===== src/rtl/stopwatch_counter_if.sv =====
// Button inputs and timekeeping outputs of the stopwatch front end.
// The counter sits on the slave side; whoever presses buttons and watches the count is the master.
interface stopwatch_counter_if;
    logic        btn_start_stop;
    logic        btn_clear;
    logic [12:0] count;
    logic        running;
    logic        paused;
    logic        tick;
    logic        overflow;

    modport master (
        output btn_start_stop, btn_clear,
        input  count, running, paused, tick, overflow
    );

    modport slave (
        input  btn_start_stop, btn_clear,
        output count, running, paused, tick, overflow
    );
endinterface


===== src/rtl/stopwatch_counter.sv =====
// Stopwatch timekeeping: button synchronise/debounce, start/pause/clear FSM,
// one-second prescaler and elapsed-seconds counter with wrap at MAX_COUNT.
module stopwatch_counter #(
    parameter int CLK_HZ          = 100000000,
    parameter int DEBOUNCE_CYCLES = 1000000,
    parameter int MAX_COUNT       = 5999
) (
    input  logic               clk,
    input  logic               rst,
    stopwatch_counter_if.slave bus
);

    localparam int PS_W = $clog2(CLK_HZ);
    localparam int DC_W = $clog2(DEBOUNCE_CYCLES + 1);

    localparam logic [PS_W-1:0] PS_LAST    = PS_W'(CLK_HZ - 1);
    localparam logic [DC_W-1:0] DC_LAST    = DC_W'(DEBOUNCE_CYCLES - 1);
    localparam logic [12:0]     COUNT_LAST = 13'(MAX_COUNT);

    typedef enum logic [1:0] {
        IDLE    = 2'd0,
        RUNNING = 2'd1,
        PAUSED  = 2'd2
    } state_t;

    // Bit 0 is start/stop, bit 1 is clear; both buttons share one identical path.
    logic [1:0]            raw;
    logic [1:0]            s1;
    logic [1:0]            s2;
    logic [1:0]            db;
    logic [1:0]            db_d;
    logic [1:0][DC_W-1:0]  dc;
    logic [1:0]            press;

    assign raw = {bus.btn_clear, bus.btn_start_stop};

    // NOTE: all sequential state uses non-blocking assignments so every flop
    // samples the pre-edge value of its neighbours, which the s1->s2 chain relies on.
    always_ff @(posedge clk or posedge rst) begin
        if (rst) begin
            s1   <= '0;
            s2   <= '0;
            db   <= '0;
            db_d <= '0;
            dc   <= '0;
        end else begin
            s1   <= raw;
            s2   <= s1;
            db_d <= db;
            for (int i = 0; i < 2; i++) begin
                if (s2[i] == db[i]) begin
                    dc[i] <= '0;
                end else if (dc[i] == DC_LAST) begin
                    db[i] <= s2[i];
                    dc[i] <= '0;
                end else begin
                    dc[i] <= dc[i] + 1'b1;
                end
            end
        end
    end

    assign press = db & ~db_d;

    logic            start_ev;
    logic            clear_ev;
    state_t          state;
    logic [PS_W-1:0] prescaler;
    logic [12:0]     count;
    logic            running;
    logic            paused;
    logic            tick;
    logic            overflow;
    logic            second_done;

    assign start_ev    = press[0];
    assign clear_ev    = press[1];
    assign second_done = (state == RUNNING) && (prescaler == PS_LAST);

    // Clear overrides everything; otherwise a pending second is applied before
    // the start/stop transition so a pause on a tick edge still counts that second.
    always_ff @(posedge clk or posedge rst) begin
        if (rst) begin
            state     <= IDLE;
            prescaler <= '0;
            count     <= '0;
            running   <= 1'b0;
            paused    <= 1'b0;
            tick      <= 1'b0;
            overflow  <= 1'b0;
        end else begin
            tick     <= 1'b0;
            overflow <= 1'b0;
            if (clear_ev) begin
                state     <= IDLE;
                prescaler <= '0;
                count     <= '0;
                running   <= 1'b0;
                paused    <= 1'b0;
            end else begin
                if (state == RUNNING) begin
                    if (second_done) begin
                        prescaler <= '0;
                        tick      <= 1'b1;
                        if (count == COUNT_LAST) begin
                            count    <= '0;
                            overflow <= 1'b1;
                        end else begin
                            count <= count + 13'd1;
                        end
                    end else begin
                        prescaler <= prescaler + 1'b1;
                    end
                end
                if (start_ev) begin
                    case (state)
                        IDLE: begin
                            state     <= RUNNING;
                            prescaler <= '0;
                            running   <= 1'b1;
                            paused    <= 1'b0;
                        end
                        RUNNING: begin
                            state   <= PAUSED;
                            running <= 1'b0;
                            paused  <= 1'b1;
                        end
                        PAUSED: begin
                            state   <= RUNNING;
                            running <= 1'b1;
                            paused  <= 1'b0;
                        end
                        default: begin
                            state   <= IDLE;
                            running <= 1'b0;
                            paused  <= 1'b0;
                        end
                    endcase
                end
            end
        end
    end

    assign bus.count    = count;
    assign bus.running  = running;
    assign bus.paused   = paused;
    assign bus.tick     = tick;
    assign bus.overflow = overflow;

endmodule


===== src/flat_wrapper.sv =====
// flat-port wrapper written by rule: the top's interface ports become plain ports
module stopwatch_counter_flat 
#(
    parameter int CLK_HZ          = 100000000,
    parameter int DEBOUNCE_CYCLES = 1000000,
    parameter int MAX_COUNT       = 5999
)
  (clk, rst, bus_btn_start_stop, bus_btn_clear, bus_count, bus_running, bus_paused, bus_tick, bus_overflow);
  stopwatch_counter_if bus_i ();
  input  logic clk;
  input  logic rst;
  input wire logic [$bits(bus_i.btn_start_stop)-1:0] bus_btn_start_stop;
  input wire logic [$bits(bus_i.btn_clear)-1:0] bus_btn_clear;
  output wire logic [$bits(bus_i.count)-1:0] bus_count;
  output wire logic [$bits(bus_i.running)-1:0] bus_running;
  output wire logic [$bits(bus_i.paused)-1:0] bus_paused;
  output wire logic [$bits(bus_i.tick)-1:0] bus_tick;
  output wire logic [$bits(bus_i.overflow)-1:0] bus_overflow;
  assign bus_i.btn_start_stop = bus_btn_start_stop;
  assign bus_i.btn_clear = bus_btn_clear;
  assign bus_count = bus_i.count;
  assign bus_running = bus_i.running;
  assign bus_paused = bus_i.paused;
  assign bus_tick = bus_i.tick;
  assign bus_overflow = bus_i.overflow;
  stopwatch_counter #(.CLK_HZ(CLK_HZ), .DEBOUNCE_CYCLES(DEBOUNCE_CYCLES), .MAX_COUNT(MAX_COUNT)) u_core (.clk(clk), .rst(rst), .bus(bus_i));
endmodule

===== config.mk =====
export PLATFORM = sky130hd
export DESIGN_NAME = stopwatch_counter_flat
export DESIGN_NICKNAME = d
export VERILOG_FILES = /design/src/rtl/stopwatch_counter_if.sv /design/src/rtl/stopwatch_counter.sv /design/src/flat_wrapper.sv
export SDC_FILE = /design/constraint.sdc
export NUM_CORES = 1
export LEC_CHECK = 0
export ABC_AREA = 1
export BUFFER_PORTS_ARGS = -buffer_cell sky130_fd_sc_hd__buf_4
export CORE_ASPECT_RATIO = 0.5
export CORE_UTILIZATION = 56
export CTS_CLUSTER_DIAMETER = 60
export CTS_CLUSTER_SIZE = 28
export DETAILED_ROUTE_END_ITERATION = 10
export MAX_ROUTING_LAYER = met4
export PLACE_DENSITY = 0.84
export SETUP_SLACK_MARGIN = 0.15
export SYNTH_ARGS = -nofsm -noshare
export SYNTH_HDL_FRONTEND = slang
export SYNTH_SLANG_ARGS = --single-unit

===== constraint.sdc =====
create_clock -name clk -period 2.5 [get_ports clk]
set_input_delay 0.25 -clock clk [delete_from_list [all_inputs] [get_ports clk]]
set_output_delay 0.25 -clock clk [all_outputs]
set_load 0.02 [all_outputs]

==> impl_results.md <==
- Worst Skew: 0.006161 ns
- Die extent in x: 136.5 µm
- Clock transition at the registers of the reported paths: 0.07 ns
- Final Slew Violations: 0
- Flip-flop cell with the highest count after synthesis: sky130_fd_sc_hd__dfrtp_1
- Maximum level of the CTS H-tree: 3
- Post-Syn Area per Cell: 7.325 µm²
- Worst vdd ir: 0.4410 mV
- Max-cap viol count: 0
- FFs w/ async S/R, synth: 100.0%
- Pin slew with the least headroom to its limit: 0.6447 ns
- Source-to-sink clock delay at the later pin of the worst-skew pair: 0.35 ns
- Cell taking the most area after synthesis: sky130_fd_sc_hd__dfrtp_1
- CP Data Arrival Time: 2.04 ns
- Cells after Synth: 692
- Tot Pwr: 3.032 mW
- Number of flops mapped to enable cells by yosys: 0
- Vias in the first global route: 3939
- Setup repair after global routing missed its margin: no
- Layout cell share with drive strength beyond 1: 7.851%
- Critical Path Source Type: flip-flop
- Maximum buffer depth of the clock tree: 2
- Height of the die: 69.27 µm
- Aggregate routed wire length: 10640 µm
- Leakage: 2.673 nW
- Layout net count: 729
- Startpoint of the most critical setup path: u_core.state[1]
- First-pass GRT wire length: 18370 µm
- Synth top area cells: sky130_fd_sc_hd__dfrtp_1 (46%), sky130_fd_sc_hd__nand2_1 (12%), sky130_fd_sc_hd__nor2_1 (12%), sky130_fd_sc_hd__nand3_1 (7.2%), sky130_fd_sc_hd__inv_1 (5.7%)
- Fraction of the cycle the final worst path needs: 72.29%
- Count of input and output buffers: 20
- Count of unresolved DRC violations after routing: 1
- Total via count after detailed routing: 4494
- Kind of end point of the critical path: flip-flop
- Worst Path Required: 2.74 ns
- TritonCTS buffer count: 9
- F_max: 553.3 MHz
- Number of cells traversed by the worst register-to-register path: 10
- Post-route setup TNS: 0 ns
- Post-synthesis cell area: 5069 µm²
- Post-route ant nets: 0
- Num ports: 21
- Layout overhead on the synthesized area: 12.29%
- Normalized max-slew margin: 56.97%
- Num Clock Sinks: 93
- Clock tree from TritonCTS: built
- Flip-flop and latch count after synthesis: 93
- Crit Reg-Reg Startpoint: u_core.state[1]
- Std cell rows: 24
- Final critical-path required period: 1.807 ns
- Violated checks: DRC
- Root Buffer: sky130_fd_sc_hd__clkbuf_16
- Status: complete, but fails checks
- Starting density of the core: 58.00%
- Post-synth top area share: 45.91%
- Setup slack of the worst register-to-register path: 0.69 ns
- Post-Synthesis Net Count: 700
- Capturing point of the worst reg2reg path: u_core.prescaler[24]
- End point of the critical path: u_core.prescaler[24]
- GRT Overall Usage: 25.60%
- Number of different library cells in the post-synthesis netlist: 28
- Total power per unit cell area: 532.7 nW/µm²
- Worst hold path type: input pin to asynchronous set/reset pin
- Initial antenna violation count: 0
- GPL Wtd Cong: 0.9401
- Startpoint-to-endpoint class of the critical path: flip-flop to flip-flop
- Count of yosys warnings during synthesis: 0
- Sequential-to-total area share from yosys stat: 45.91%
- Largest net degree at the start of global routing: 94
- Final Hold Vio Count: 0
- Core area: 8738 µm²
- Critical Path Fanout Max: 16
- Number of design-rule violations left by the first detailed-router iteration: 379
- Grt ovf: 0
- Number of inserted filler cells in the final layout: 719
- Finish-stage setup viols: 0
- Wire per inst: 12.62 µm
- N_diodes: 0
- DRT Pass-1 Iters: 8
- Die Area: 9458 µm²
- Avg Vias per Cell: 5.331
- HPWL after detailed placement: 7641 µm
[how the worst min path moves through the flow]
stage                             from                   to  slack (ns)  cells past startpoint
finish                             rst  u_core.prescaler[4]        0.03                      3
global route                       rst  u_core.prescaler[9]        0.08                      3
CTS                                rst        u_core.dc[17]        0.06                      3
detailed placement        u_core.s1[0]         u_core.s2[0]        0.34                      0
global placement          u_core.s1[0]         u_core.s2[0]        0.34                      0
floorplan           bus_btn_start_stop         u_core.s1[0]        0.28                      0
[state kept, by name, indices dropped and copies added (netlist names)]
register and flops:
u_core.dc 40, u_core.prescaler 27, u_core.bus.count 13, u_core.db 2, u_core.db_d 2, u_core.s1 2, u_core.s2 2, u_core.state 2
u_core.bus.overflow 1, u_core.bus.running 1, u_core.bus.tick 1
[critical path, cell delays in order, from the launching register on]
cell                      delay [ns]
sky130_fd_sc_hd__dfrtp_1        0.40
sky130_fd_sc_hd__inv_2          0.08
sky130_fd_sc_hd__nand2_2        0.13
sky130_fd_sc_hd__inv_2          0.19
sky130_fd_sc_hd__nand3_2        0.10
sky130_fd_sc_hd__nor2_2         0.16
sky130_fd_sc_hd__nand2_4        0.16
sky130_fd_sc_hd__nand2_4        0.20
sky130_fd_sc_hd__inv_2          0.14
sky130_fd_sc_hd__nand2_1        0.09
sky130_fd_sc_hd__nor2_1         0.04
[logic make-up after synthesis]
family | after synthesis | share of synthesized area, %
buffers and inverters | 87 | 6.690
DFF | 93 | 45.91
AOI/OAI and AO/OA | 21 | 2.172
and+or+nand+nor | 454 | 38.53
xor gates and xnor gates | 33 | 5.702
adders and majority gates | 4 | 0.9874
[cell type report]
| class | count | area [µm²] | area share [%] |
|---|---|---|---|
| clock buffer | 9 | 225.2 | 3.957 |
| clock inverter | 7 | 88.84 | 1.561 |
| sequential | 93 | 2327 | 40.89 |
| multi-input combinational | 512 | 2402 | 42.21 |
| timing repair buffer | 23 | 190.2 | 3.341 |
| tap | 117 | 146.4 | 2.572 |
| inverter | 82 | 311.5 | 5.474 |
[placed cells by master, fill, tap and decap left out, types with 3 or more instances in the layout]
cell type / count
sky130_fd_sc_hd__inv_1: 76
sky130_fd_sc_hd__o21ai_0: 9
sky130_fd_sc_hd__nor3_1: 33
sky130_fd_sc_hd__nor2_2: 6
sky130_fd_sc_hd__nand3_1: 73
sky130_fd_sc_hd__inv_8: 3
sky130_fd_sc_hd__xnor2_1: 7
sky130_fd_sc_hd__xor2_1: 26
sky130_fd_sc_hd__a21oi_1: 9
sky130_fd_sc_hd__ha_1: 4
sky130_fd_sc_hd__dfrtp_1: 93
sky130_fd_sc_hd__nor2_1: 157
sky130_fd_sc_hd__nor3b_1: 6
sky130_fd_sc_hd__nand4_1: 11
sky130_fd_sc_hd__nand2_1: 157
sky130_fd_sc_hd__inv_2: 4
sky130_fd_sc_hd__buf_4: 20
sky130_fd_sc_hd__nand2_2: 4
sky130_fd_sc_hd__clkbuf_16: 9
[per-layer routing]
metal | part of all wire, % | routed length (µm) | vias up | GRT usage [%]
met5 | 0 | 0 | - | -
met4 | 1.6 | 172 | 0 | 8.148
met3 | 5.0 | 534 | 19 | 4.898
met2 | 46 | 4929 | 115 | 39.31
met1 | 47 | 5001 | 2123 | 34.40
li1 | - | - | 2237 | -
[synth_stat cells, drive strengths merged, types with 2 or more instances]
cell      n
nor3     33
a31oi     2
o21ai     9
dfrtp    93
xor2     26
nor2    165
nand2   163
buf       3
ha        4
a21oi     9
nor3b     6
xnor2     7
nand3    74
clkbuf    2
nand4    11
inv      81
[where the power goes]
group	internal [mW]	leakage (nW)	switching (mW)	total (mW)
Clock	0.803	0.152	0.640	1.44
Sequential	1.51	1.29	0.00744	1.52
Combinational	0.0174	1.24	0.0494	0.0667
Total	2.34	2.67	0.697	3.03
[stage by stage]
stage               utilization, %  hold slack [ns]  cells  setup slack [ns]  area, µm²
global route                 65.13          0.08006    843            0.4723       5692
detailed placement           61.31           0.3419    825            0.7287       5358
global placement             61.31           0.3353    825            0.7606       5358
CTS                          65.13          0.06307    843            0.6981       5692
floorplan                        -           0.2814    692            0.9464       5072
finish                       65.13          0.02737    843            0.6928       5692
[timing repair]
| item | in CTS | in global routing |
|---|---|---|
| gates resized for setup | 0 | 0 |
| endpoints found under the hold margin | 2 | 0 |
| buffers inserted | 0 | 0 |
| hold buffers | 2 | 0 |
(Power assumes the default switching activity.)
